File: src/rtl/mips_pkg.sv
// Shared encodings for the MIPS controllers: FSM states, opcode/funct fields,
// ALU operation classes and datapath mux selects.
package mips_pkg;

   localparam int unsigned OP_W      = 6;
   localparam int unsigned FUNCT_W   = 6;
   localparam int unsigned ALUCTL_W  = 3;
   localparam int unsigned SEL_W     = 2;

   typedef enum logic [3:0] {
      S_FETCH   = 4'd0,
      S_DECODE  = 4'd1,
      S_MEMADR  = 4'd2,
      S_MEMRD   = 4'd3,
      S_MEMWB   = 4'd4,
      S_MEMWR   = 4'd5,
      S_EXECUTE = 4'd6,
      S_ALUWB   = 4'd7,
      S_BRANCH  = 4'd8,
      S_ADDIEX  = 4'd9,
      S_ADDIWB  = 4'd10,
      S_JUMP    = 4'd11,
      S_HALT    = 4'd12
   } state_e;

   localparam logic [OP_W-1:0] OP_RTYPE = 6'b000000;
   localparam logic [OP_W-1:0] OP_LW    = 6'b100011;
   localparam logic [OP_W-1:0] OP_SW    = 6'b101011;
   localparam logic [OP_W-1:0] OP_BEQ   = 6'b000100;
   localparam logic [OP_W-1:0] OP_ADDI  = 6'b001000;
   localparam logic [OP_W-1:0] OP_J     = 6'b000010;

   localparam logic [FUNCT_W-1:0] FN_ADD = 6'b100000;
   localparam logic [FUNCT_W-1:0] FN_SUB = 6'b100010;
   localparam logic [FUNCT_W-1:0] FN_AND = 6'b100100;
   localparam logic [FUNCT_W-1:0] FN_OR  = 6'b100101;
   localparam logic [FUNCT_W-1:0] FN_SLT = 6'b101010;

   typedef enum logic [1:0] {
      ALUOP_ADD   = 2'b00,
      ALUOP_SUB   = 2'b01,
      ALUOP_FUNCT = 2'b10
   } aluop_e;

   localparam logic [ALUCTL_W-1:0] ALUCTL_AND = 3'b000;
   localparam logic [ALUCTL_W-1:0] ALUCTL_OR  = 3'b001;
   localparam logic [ALUCTL_W-1:0] ALUCTL_ADD = 3'b010;
   localparam logic [ALUCTL_W-1:0] ALUCTL_SUB = 3'b110;
   localparam logic [ALUCTL_W-1:0] ALUCTL_SLT = 3'b111;

   localparam logic [SEL_W-1:0] SRCB_REGB  = 2'b00;
   localparam logic [SEL_W-1:0] SRCB_FOUR  = 2'b01;
   localparam logic [SEL_W-1:0] SRCB_IMM   = 2'b10;
   localparam logic [SEL_W-1:0] SRCB_IMMSH = 2'b11;

   localparam logic [SEL_W-1:0] PCSRC_ALU    = 2'b00;
   localparam logic [SEL_W-1:0] PCSRC_ALUOUT = 2'b01;
   localparam logic [SEL_W-1:0] PCSRC_JUMP   = 2'b10;

endpackage

File: src/rtl/multicycle_ctrl_if.sv
// Controller <-> datapath bundle: instruction fields and memory handshake in,
// enables and mux selects out.
interface multicycle_ctrl_if;
   import mips_pkg::*;

   logic [OP_W-1:0]     op;
   logic [FUNCT_W-1:0]  funct;
   logic                mem_ready;
   logic                iord;
   logic                irwrite;
   logic                pcwrite;
   logic                branch;
   logic [SEL_W-1:0]    pcsrc;
   logic                alusrca;
   logic [SEL_W-1:0]    alusrcb;
   logic [ALUCTL_W-1:0] alucontrol;
   logic                memwrite;
   logic                regwrite;
   logic                regdst;
   logic                memtoreg;
   logic                instr_done;
   logic                illegal;

   // Controller side
   modport master (
      input  op, funct, mem_ready,
      output iord, irwrite, pcwrite, branch, pcsrc, alusrca, alusrcb,
             alucontrol, memwrite, regwrite, regdst, memtoreg, instr_done, illegal
   );

   // Datapath side
   modport slave (
      output op, funct, mem_ready,
      input  iord, irwrite, pcwrite, branch, pcsrc, alusrca, alusrcb,
             alucontrol, memwrite, regwrite, regdst, memtoreg, instr_done, illegal
   );

endinterface

File: src/rtl/aludec.sv
// ALU decoder: maps the controller's operation class and the funct field to
// the ALU control code. Shared with the single-cycle controller.
module aludec
   import mips_pkg::*;
(
   input  aluop_e              aluop_i,
   input  logic [FUNCT_W-1:0]  funct_i,
   output logic [ALUCTL_W-1:0] alucontrol_o
);

   always_comb begin
      alucontrol_o = ALUCTL_ADD;
      case (aluop_i)
         ALUOP_ADD: alucontrol_o = ALUCTL_ADD;
         ALUOP_SUB: alucontrol_o = ALUCTL_SUB;
         default: begin
            // Unknown funct codes fall back to AND so the ALU stays benign
            case (funct_i)
               FN_ADD:  alucontrol_o = ALUCTL_ADD;
               FN_SUB:  alucontrol_o = ALUCTL_SUB;
               FN_AND:  alucontrol_o = ALUCTL_AND;
               FN_OR:   alucontrol_o = ALUCTL_OR;
               FN_SLT:  alucontrol_o = ALUCTL_SLT;
               default: alucontrol_o = ALUCTL_AND;
            endcase
         end
      endcase
   end

endmodule

File: src/rtl/multicycle_ctrl.sv
// Moore sequencer for the multicycle MIPS datapath: one state per shared-ALU /
// shared-memory cycle, stalling on the memory-ready handshake.
module multicycle_ctrl
   import mips_pkg::*;
(
   input  logic              clk,
   input  logic              reset_n,
   multicycle_ctrl_if.master ctrl_if
);

   state_e               state_q, state_d;
   aluop_e               aluop_c;
   logic                 iord_c, irwrite_c, pcwrite_c, branch_c;
   logic [SEL_W-1:0]     pcsrc_c, alusrcb_c;
   logic                 alusrca_c, memwrite_c, regwrite_c, regdst_c, memtoreg_c;
   logic                 instr_done_c, illegal_c;
   logic [ALUCTL_W-1:0]  alucontrol_c;

   // State register; reset drops straight back to FETCH, even mid-instruction
   always_ff @(posedge clk or negedge reset_n) begin
      if (!reset_n) begin
         state_q <= S_FETCH;
      end else begin
         state_q <= state_d;
      end
   end

   always_comb begin
      state_d = state_q;
      case (state_q)
         S_FETCH:   if (ctrl_if.mem_ready) state_d = S_DECODE;
         S_DECODE: begin
            case (ctrl_if.op)
               OP_LW, OP_SW: state_d = S_MEMADR;
               OP_RTYPE:     state_d = S_EXECUTE;
               OP_BEQ:       state_d = S_BRANCH;
               OP_ADDI:      state_d = S_ADDIEX;
               OP_J:         state_d = S_JUMP;
               default:      state_d = S_HALT;
            endcase
         end
         S_MEMADR:  state_d = (ctrl_if.op == OP_SW) ? S_MEMWR : S_MEMRD;
         S_MEMRD:   if (ctrl_if.mem_ready) state_d = S_MEMWB;
         S_MEMWB:   state_d = S_FETCH;
         S_MEMWR:   if (ctrl_if.mem_ready) state_d = S_FETCH;
         S_EXECUTE: state_d = S_ALUWB;
         S_ALUWB:   state_d = S_FETCH;
         S_BRANCH:  state_d = S_FETCH;
         S_ADDIEX:  state_d = S_ADDIWB;
         S_ADDIWB:  state_d = S_FETCH;
         S_JUMP:    state_d = S_FETCH;
         S_HALT:    state_d = S_HALT;
         default:   state_d = S_FETCH;
      endcase
   end

   // Output decode: everything follows the state except the two mem_ready terms
   always_comb begin
      iord_c       = 1'b0;
      irwrite_c    = 1'b0;
      pcwrite_c    = 1'b0;
      branch_c     = 1'b0;
      pcsrc_c      = PCSRC_ALU;
      alusrca_c    = 1'b0;
      alusrcb_c    = SRCB_REGB;
      aluop_c      = ALUOP_ADD;
      memwrite_c   = 1'b0;
      regwrite_c   = 1'b0;
      regdst_c     = 1'b0;
      memtoreg_c   = 1'b0;
      instr_done_c = 1'b0;
      illegal_c    = 1'b0;
      case (state_q)
         S_FETCH: begin
            alusrcb_c = SRCB_FOUR;
            irwrite_c = ctrl_if.mem_ready;
            pcwrite_c = ctrl_if.mem_ready;
         end
         S_DECODE:  alusrcb_c = SRCB_IMMSH;
         S_MEMADR: begin
            alusrca_c = 1'b1;
            alusrcb_c = SRCB_IMM;
         end
         S_MEMRD:   iord_c = 1'b1;
         S_MEMWB: begin
            regwrite_c   = 1'b1;
            memtoreg_c   = 1'b1;
            instr_done_c = 1'b1;
         end
         S_MEMWR: begin
            iord_c       = 1'b1;
            memwrite_c   = 1'b1;
            instr_done_c = ctrl_if.mem_ready;
         end
         S_EXECUTE: begin
            alusrca_c = 1'b1;
            aluop_c   = ALUOP_FUNCT;
         end
         S_ALUWB: begin
            regwrite_c   = 1'b1;
            regdst_c     = 1'b1;
            instr_done_c = 1'b1;
         end
         S_BRANCH: begin
            alusrca_c    = 1'b1;
            aluop_c      = ALUOP_SUB;
            pcsrc_c      = PCSRC_ALUOUT;
            branch_c     = 1'b1;
            instr_done_c = 1'b1;
         end
         S_ADDIEX: begin
            alusrca_c = 1'b1;
            alusrcb_c = SRCB_IMM;
         end
         S_ADDIWB: begin
            regwrite_c   = 1'b1;
            instr_done_c = 1'b1;
         end
         S_JUMP: begin
            pcsrc_c      = PCSRC_JUMP;
            pcwrite_c    = 1'b1;
            instr_done_c = 1'b1;
         end
         S_HALT:    illegal_c = 1'b1;
         default: ;
      endcase
      // No architectural write may leak out while reset is asserted
      if (!reset_n) begin
         irwrite_c    = 1'b0;
         pcwrite_c    = 1'b0;
         memwrite_c   = 1'b0;
         regwrite_c   = 1'b0;
         branch_c     = 1'b0;
         instr_done_c = 1'b0;
         illegal_c    = 1'b0;
      end
   end

   aludec u_aludec (
      .aluop_i      (aluop_c),
      .funct_i      (ctrl_if.funct),
      .alucontrol_o (alucontrol_c)
   );

   assign ctrl_if.iord       = iord_c;
   assign ctrl_if.irwrite    = irwrite_c;
   assign ctrl_if.pcwrite    = pcwrite_c;
   assign ctrl_if.branch     = branch_c;
   assign ctrl_if.pcsrc      = pcsrc_c;
   assign ctrl_if.alusrca    = alusrca_c;
   assign ctrl_if.alusrcb    = alusrcb_c;
   assign ctrl_if.alucontrol = alucontrol_c;
   assign ctrl_if.memwrite   = memwrite_c;
   assign ctrl_if.regwrite   = regwrite_c;
   assign ctrl_if.regdst     = regdst_c;
   assign ctrl_if.memtoreg   = memtoreg_c;
   assign ctrl_if.instr_done = instr_done_c;
   assign ctrl_if.illegal    = illegal_c;

endmodule

File: src/flat_wrapper.sv
// flat-port wrapper written by rule: the top's interface ports become plain ports
module multicycle_ctrl_flat import mips_pkg::*;
  (clk, reset_n, ctrl_if_op, ctrl_if_funct, ctrl_if_mem_ready, ctrl_if_iord, ctrl_if_irwrite, ctrl_if_pcwrite, ctrl_if_branch, ctrl_if_pcsrc, ctrl_if_alusrca, ctrl_if_alusrcb, ctrl_if_alucontrol, ctrl_if_memwrite, ctrl_if_regwrite, ctrl_if_regdst, ctrl_if_memtoreg, ctrl_if_instr_done, ctrl_if_illegal);
  multicycle_ctrl_if ctrl_if_i ();
  input  logic clk;
  input  logic reset_n;
  input wire logic [$bits(ctrl_if_i.op)-1:0] ctrl_if_op;
  input wire logic [$bits(ctrl_if_i.funct)-1:0] ctrl_if_funct;
  input wire logic [$bits(ctrl_if_i.mem_ready)-1:0] ctrl_if_mem_ready;
  output wire logic [$bits(ctrl_if_i.iord)-1:0] ctrl_if_iord;
  output wire logic [$bits(ctrl_if_i.irwrite)-1:0] ctrl_if_irwrite;
  output wire logic [$bits(ctrl_if_i.pcwrite)-1:0] ctrl_if_pcwrite;
  output wire logic [$bits(ctrl_if_i.branch)-1:0] ctrl_if_branch;
  output wire logic [$bits(ctrl_if_i.pcsrc)-1:0] ctrl_if_pcsrc;
  output wire logic [$bits(ctrl_if_i.alusrca)-1:0] ctrl_if_alusrca;
  output wire logic [$bits(ctrl_if_i.alusrcb)-1:0] ctrl_if_alusrcb;
  output wire logic [$bits(ctrl_if_i.alucontrol)-1:0] ctrl_if_alucontrol;
  output wire logic [$bits(ctrl_if_i.memwrite)-1:0] ctrl_if_memwrite;
  output wire logic [$bits(ctrl_if_i.regwrite)-1:0] ctrl_if_regwrite;
  output wire logic [$bits(ctrl_if_i.regdst)-1:0] ctrl_if_regdst;
  output wire logic [$bits(ctrl_if_i.memtoreg)-1:0] ctrl_if_memtoreg;
  output wire logic [$bits(ctrl_if_i.instr_done)-1:0] ctrl_if_instr_done;
  output wire logic [$bits(ctrl_if_i.illegal)-1:0] ctrl_if_illegal;
  assign ctrl_if_i.op = ctrl_if_op;
  assign ctrl_if_i.funct = ctrl_if_funct;
  assign ctrl_if_i.mem_ready = ctrl_if_mem_ready;
  assign ctrl_if_iord = ctrl_if_i.iord;
  assign ctrl_if_irwrite = ctrl_if_i.irwrite;
  assign ctrl_if_pcwrite = ctrl_if_i.pcwrite;
  assign ctrl_if_branch = ctrl_if_i.branch;
  assign ctrl_if_pcsrc = ctrl_if_i.pcsrc;
  assign ctrl_if_alusrca = ctrl_if_i.alusrca;
  assign ctrl_if_alusrcb = ctrl_if_i.alusrcb;
  assign ctrl_if_alucontrol = ctrl_if_i.alucontrol;
  assign ctrl_if_memwrite = ctrl_if_i.memwrite;
  assign ctrl_if_regwrite = ctrl_if_i.regwrite;
  assign ctrl_if_regdst = ctrl_if_i.regdst;
  assign ctrl_if_memtoreg = ctrl_if_i.memtoreg;
  assign ctrl_if_instr_done = ctrl_if_i.instr_done;
  assign ctrl_if_illegal = ctrl_if_i.illegal;
  multicycle_ctrl u_core (.clk(clk), .reset_n(reset_n), .ctrl_if(ctrl_if_i));
endmodule
File: config.mk
export PLATFORM = sky130hd
export DESIGN_NAME = multicycle_ctrl_flat
export DESIGN_NICKNAME = d
export VERILOG_FILES = /design/src/rtl/mips_pkg.sv /design/src/rtl/multicycle_ctrl_if.sv /design/src/rtl/aludec.sv /design/src/rtl/multicycle_ctrl.sv /design/src/flat_wrapper.sv
export SDC_FILE = /design/constraint.sdc
export NUM_CORES = 1
export LEC_CHECK = 0
export CORE_UTILIZATION = 37
export CTS_CLUSTER_DIAMETER = 40
export DETAILED_ROUTE_END_ITERATION = 10
export GPL_TIMING_DRIVEN = 0
export PLACE_DENSITY = 0.78
export SLEW_MARGIN = 20
export SYNTH_ARGS = -nofsm -noshare
export SYNTH_HDL_FRONTEND = slang
export SYNTH_SLANG_ARGS = --single-unit
File: constraint.sdc
create_clock -name clk -period 2.3 [get_ports clk]
set_clock_uncertainty 0.2 [all_clocks]
set_input_delay 0.46 -clock clk [delete_from_list [all_inputs] [get_ports clk]]
set_output_delay 0.46 -clock clk [all_outputs]
set_load 0.02 [all_outputs]
==> results summary <==
The flow ran to the end, and the final reports show no timing, DRC or antenna violations. The clock latency of the later-clocked register in the worst-skew pair came out at 0.23 ns. Leaving out filler cells and counting taps, the final layout contains 140. The max-capacitance violation count came out at 0. Dividing total power by cell area gives a power density of 861 mW/mm². The antenna violation net count after detailed routing is 0. For this block, the initial DRC count from the detailed router was 27. The number of rows in the core area is 13.

The clock period could shrink to 2.22 ns. The die span in x came out at 41.7 µm. Registers take 101 µm². The number of placed instances, taps included, is 134. The die area is 0.00174 mm². The post-synth net total came out at 102. The number of failing setup endpoints in the final timing report is 0. The largest fanout of any net on the critical path is 9.

The commonest register cell after synthesis is sky130_fd_sc_hd__dfrtp_1. At the end of routability-driven placement, the weighted congestion stood at 0.868. The I/O pin count is 33.

The number of storage elements in the synthesis netlist came out at 4. In the routed design, unresolved DRC markers number 0. The final setup TNS is 0 ns. Dividing the detail-routed via count by the number of cells gives 5.91. The total grt overflow is 0. The mapped netlist covers 584 µm². The classification of the worst-slack hold path is reg -> reg. The initial standard-cell utilization of the core came out at 0.423.

The per-instance average area after synthesis is 6.72 µm². In the post-synthesis netlist, the biggest area contributors are sky130_fd_sc_hd__dfrtp_1, sky130_fd_sc_hd__nor3_1, sky130_fd_sc_hd__nand2b_1. In the synthesized netlist, the number of instances is 87. Of the available clock period, the critical path in the final layout requires 0.966.

TritonCTS built the clock tree. The clock tree root driver cell is sky130_fd_sc_hd__clkbuf_4. The number of pins exceeding their max-slew limit in the final report is 0.

The multi-input logic area is 470 µm². The detailed-route via count came out at 828. The initial antenna violation count came to 0. Entering global routing, the biggest net connects 11 pins. The maximum VDD drop came out at 0.432 mV. The most common cell after layout, fill and taps aside is sky130_fd_sc_hd__clkdlybuf4s50_1. The number of sinks driven by the clock tree is 4. The cell type contributing the most total cell area after synthesis is sky130_fd_sc_hd__dfrtp_1.

The number of detailed-route iterations in the first pass came out at 4. The repair_antennas step left the layout with diodes totalling 0. The number of flops mapped to enable cells by yosys is 0.

The category of the critical setup timing path is reg -> out. The count of synthesis-stage warnings from yosys is 0. The largest registers in the layout are u_core.state_q: 4 flops. The half-perimeter wire length after placement came out at 1410 µm. The via count of the first global-routing pass is 675. Input and output buffers added on the ports amount to 32. Compared with the post-synthesis result, the final layout area differs by 65.5%.

The number of nets at the end of the flow came out at 142. The async set or reset register ratio after synthesis came out at 1.00. The data required time at the worst endpoint came out at 1.64 ns. The number of flip-flops in the largest register came out at 4. Of the cells placed in the final design, the portion with a size suffix greater than 1 is 0.208. The end-of-flow core utilization is 0.700.

The final hold violation count is 0. The worst-case register-to-register setup slack is 0.44 ns. The floorplan step defined a core boundary enclosing 0.00138 mm². The first-pass GRT wire length came out at 3060 µm. The proportion of synthesized chip area in sequential cells came out at 0.171. At the pin with the least slew margin, the transition time is 0.284 ns.

The detail-routed net length per standard cell is 13.7 µm. The register name with the most flops is u_core.state_q. The worst slack on hold paths came out at 0.499 ns. The total track usage is 0.221. The count of different cell masters after synthesis came out at 37. STA puts the critical path data arrival time at 1.56 ns. The clock edge transition at the registers on the reported setup and hold paths is 0.03 ns. In this run the number of H-tree levels came out at 1.

Counting the buffers created by CTS gives 3. The worst setup path is captured at an output port. The vertical die dimension is 41.7 µm. The clock tree buffer depth is 2. The routed design has 1910 µm of wire. The worst setup path is launched from a flop. In the layout the commonest cells are sky130_fd_sc_hd__clkdlybuf4s50_1, sky130_fd_sc_hd__dlygate4sd2_1, sky130_fd_sc_hd__nor3_1.

The achievable frequency is 0.450 GHz. The portion of synthesized cell area occupied by the leading cell type came out at 0.171. The worst-case headroom to the max-slew limit came out at 0.809. In this run the static leakage power is 0.425 nW. The count of fill cells added during filler insertion is 127.
metal layers:
layer	wire, µm	global-route usage	share of wire	vias up
li1	-	-	-	399
met1	888	0.313	0.46	383
met2	882	0.334	0.46	42
met3	112	0.0435	0.059	4
met4	29	0.0645	0.015	0
met5	0	0	0	-
cell usage after synthesis (2+ instances only):
master and number:
sky130_fd_sc_hd__a21oi_1 5, sky130_fd_sc_hd__a31oi_1 2, sky130_fd_sc_hd__and4_1 2, sky130_fd_sc_hd__buf_1 2
sky130_fd_sc_hd__buf_2 2, sky130_fd_sc_hd__dfrtp_1 4, sky130_fd_sc_hd__inv_1 3, sky130_fd_sc_hd__mux2i_1 2
sky130_fd_sc_hd__nand2_1 5, sky130_fd_sc_hd__nand2b_1 6, sky130_fd_sc_hd__nand3_1 5, sky130_fd_sc_hd__nor2_1 9
sky130_fd_sc_hd__nor2b_1 2, sky130_fd_sc_hd__nor3_1 10, sky130_fd_sc_hd__nor4_1 2, sky130_fd_sc_hd__o211ai_1 2
sky130_fd_sc_hd__o21ai_0 2, sky130_fd_sc_hd__o21ai_1 2, sky130_fd_sc_hd__xnor2_1 2
final timing paths:
path,start,to,cells after the start
min in group asynchronous,reset_n,u_core.state_q[0]$_DFFE_PN0P_,2
max reg2reg,u_core.state_q[1]$_DFFE_PN0P_,u_core.state_q[2]$_DFFE_PN0P_,4
max in group asynchronous,reset_n,u_core.state_q[1]$_DFFE_PN0P_,2
max,u_core.state_q[0]$_DFFE_PN0P_,ctrl_if_irwrite,4
min,u_core.state_q[1]$_DFFE_PN0P_,u_core.state_q[3]$_DFFE_PN0P_,3
min reg2reg,u_core.state_q[1]$_DFFE_PN0P_,u_core.state_q[3]$_DFFE_PN0P_,3
report_power, final:
part           switching [W]  internal, W  leakage (nW)
logic               0.000387     0.000250         0.361
registers          0.0000166    0.0000966        0.0507
clock network      0.0000246    0.0000580        0.0138
total               0.000428     0.000405         0.425
stage by stage:
step | power [W] | setup slack, ns | cell area (µm²)
after floorplan | 0.000493 | 0.0160 | 586
after global placement | 0.000734 | -0.678 | 925
after detailed placement | 0.000740 | -0.708 | 925
after CTS | 0.000788 | 0.00434 | 946
after global routing | 0.000890 | -0.00226 | 967
final | 0.000833 | 0.0791 | 967
worst max-delay path, stage by stage (launching register included):
cell,delay (ns)
sky130_fd_sc_hd__dfrtp_1,0.34
sky130_fd_sc_hd__buf_2,0.18
sky130_fd_sc_hd__nor2_1,0.20
sky130_fd_sc_hd__and4_1,0.26
sky130_fd_sc_hd__dlygate4sd2_1,0.34
cell type report:
cell class	instances	area share
plain buffers	5	0.0336
well taps	15	0.0194
clock buffers	3	0.0233
inverters	4	0.0194
flip-flops and latches	4	0.105
repair buffers	35	0.313
multi-input cells	74	0.486
kinds of logic after synthesis:
family	Yosys count	synth area share
AND/OR/NAND/NOR	49	0.463
AO/OA/AOI/OAI	20	0.225
buffers and inverters	9	0.0621
flip-flops	4	0.171
XOR/XNOR	3	0.0450
multiplexers	2	0.0343
what timing repair did:
action                                  CTS  global route
gates resized for setup                  36            21
endpoints found under the setup margin   18            10
endpoints found under the hold margin     4             0
pin swaps                                 1             0
hold buffers                              1             0
cloned                                    0             0
buffers inserted                          0             2
Power figures use the tool's default switching activity.
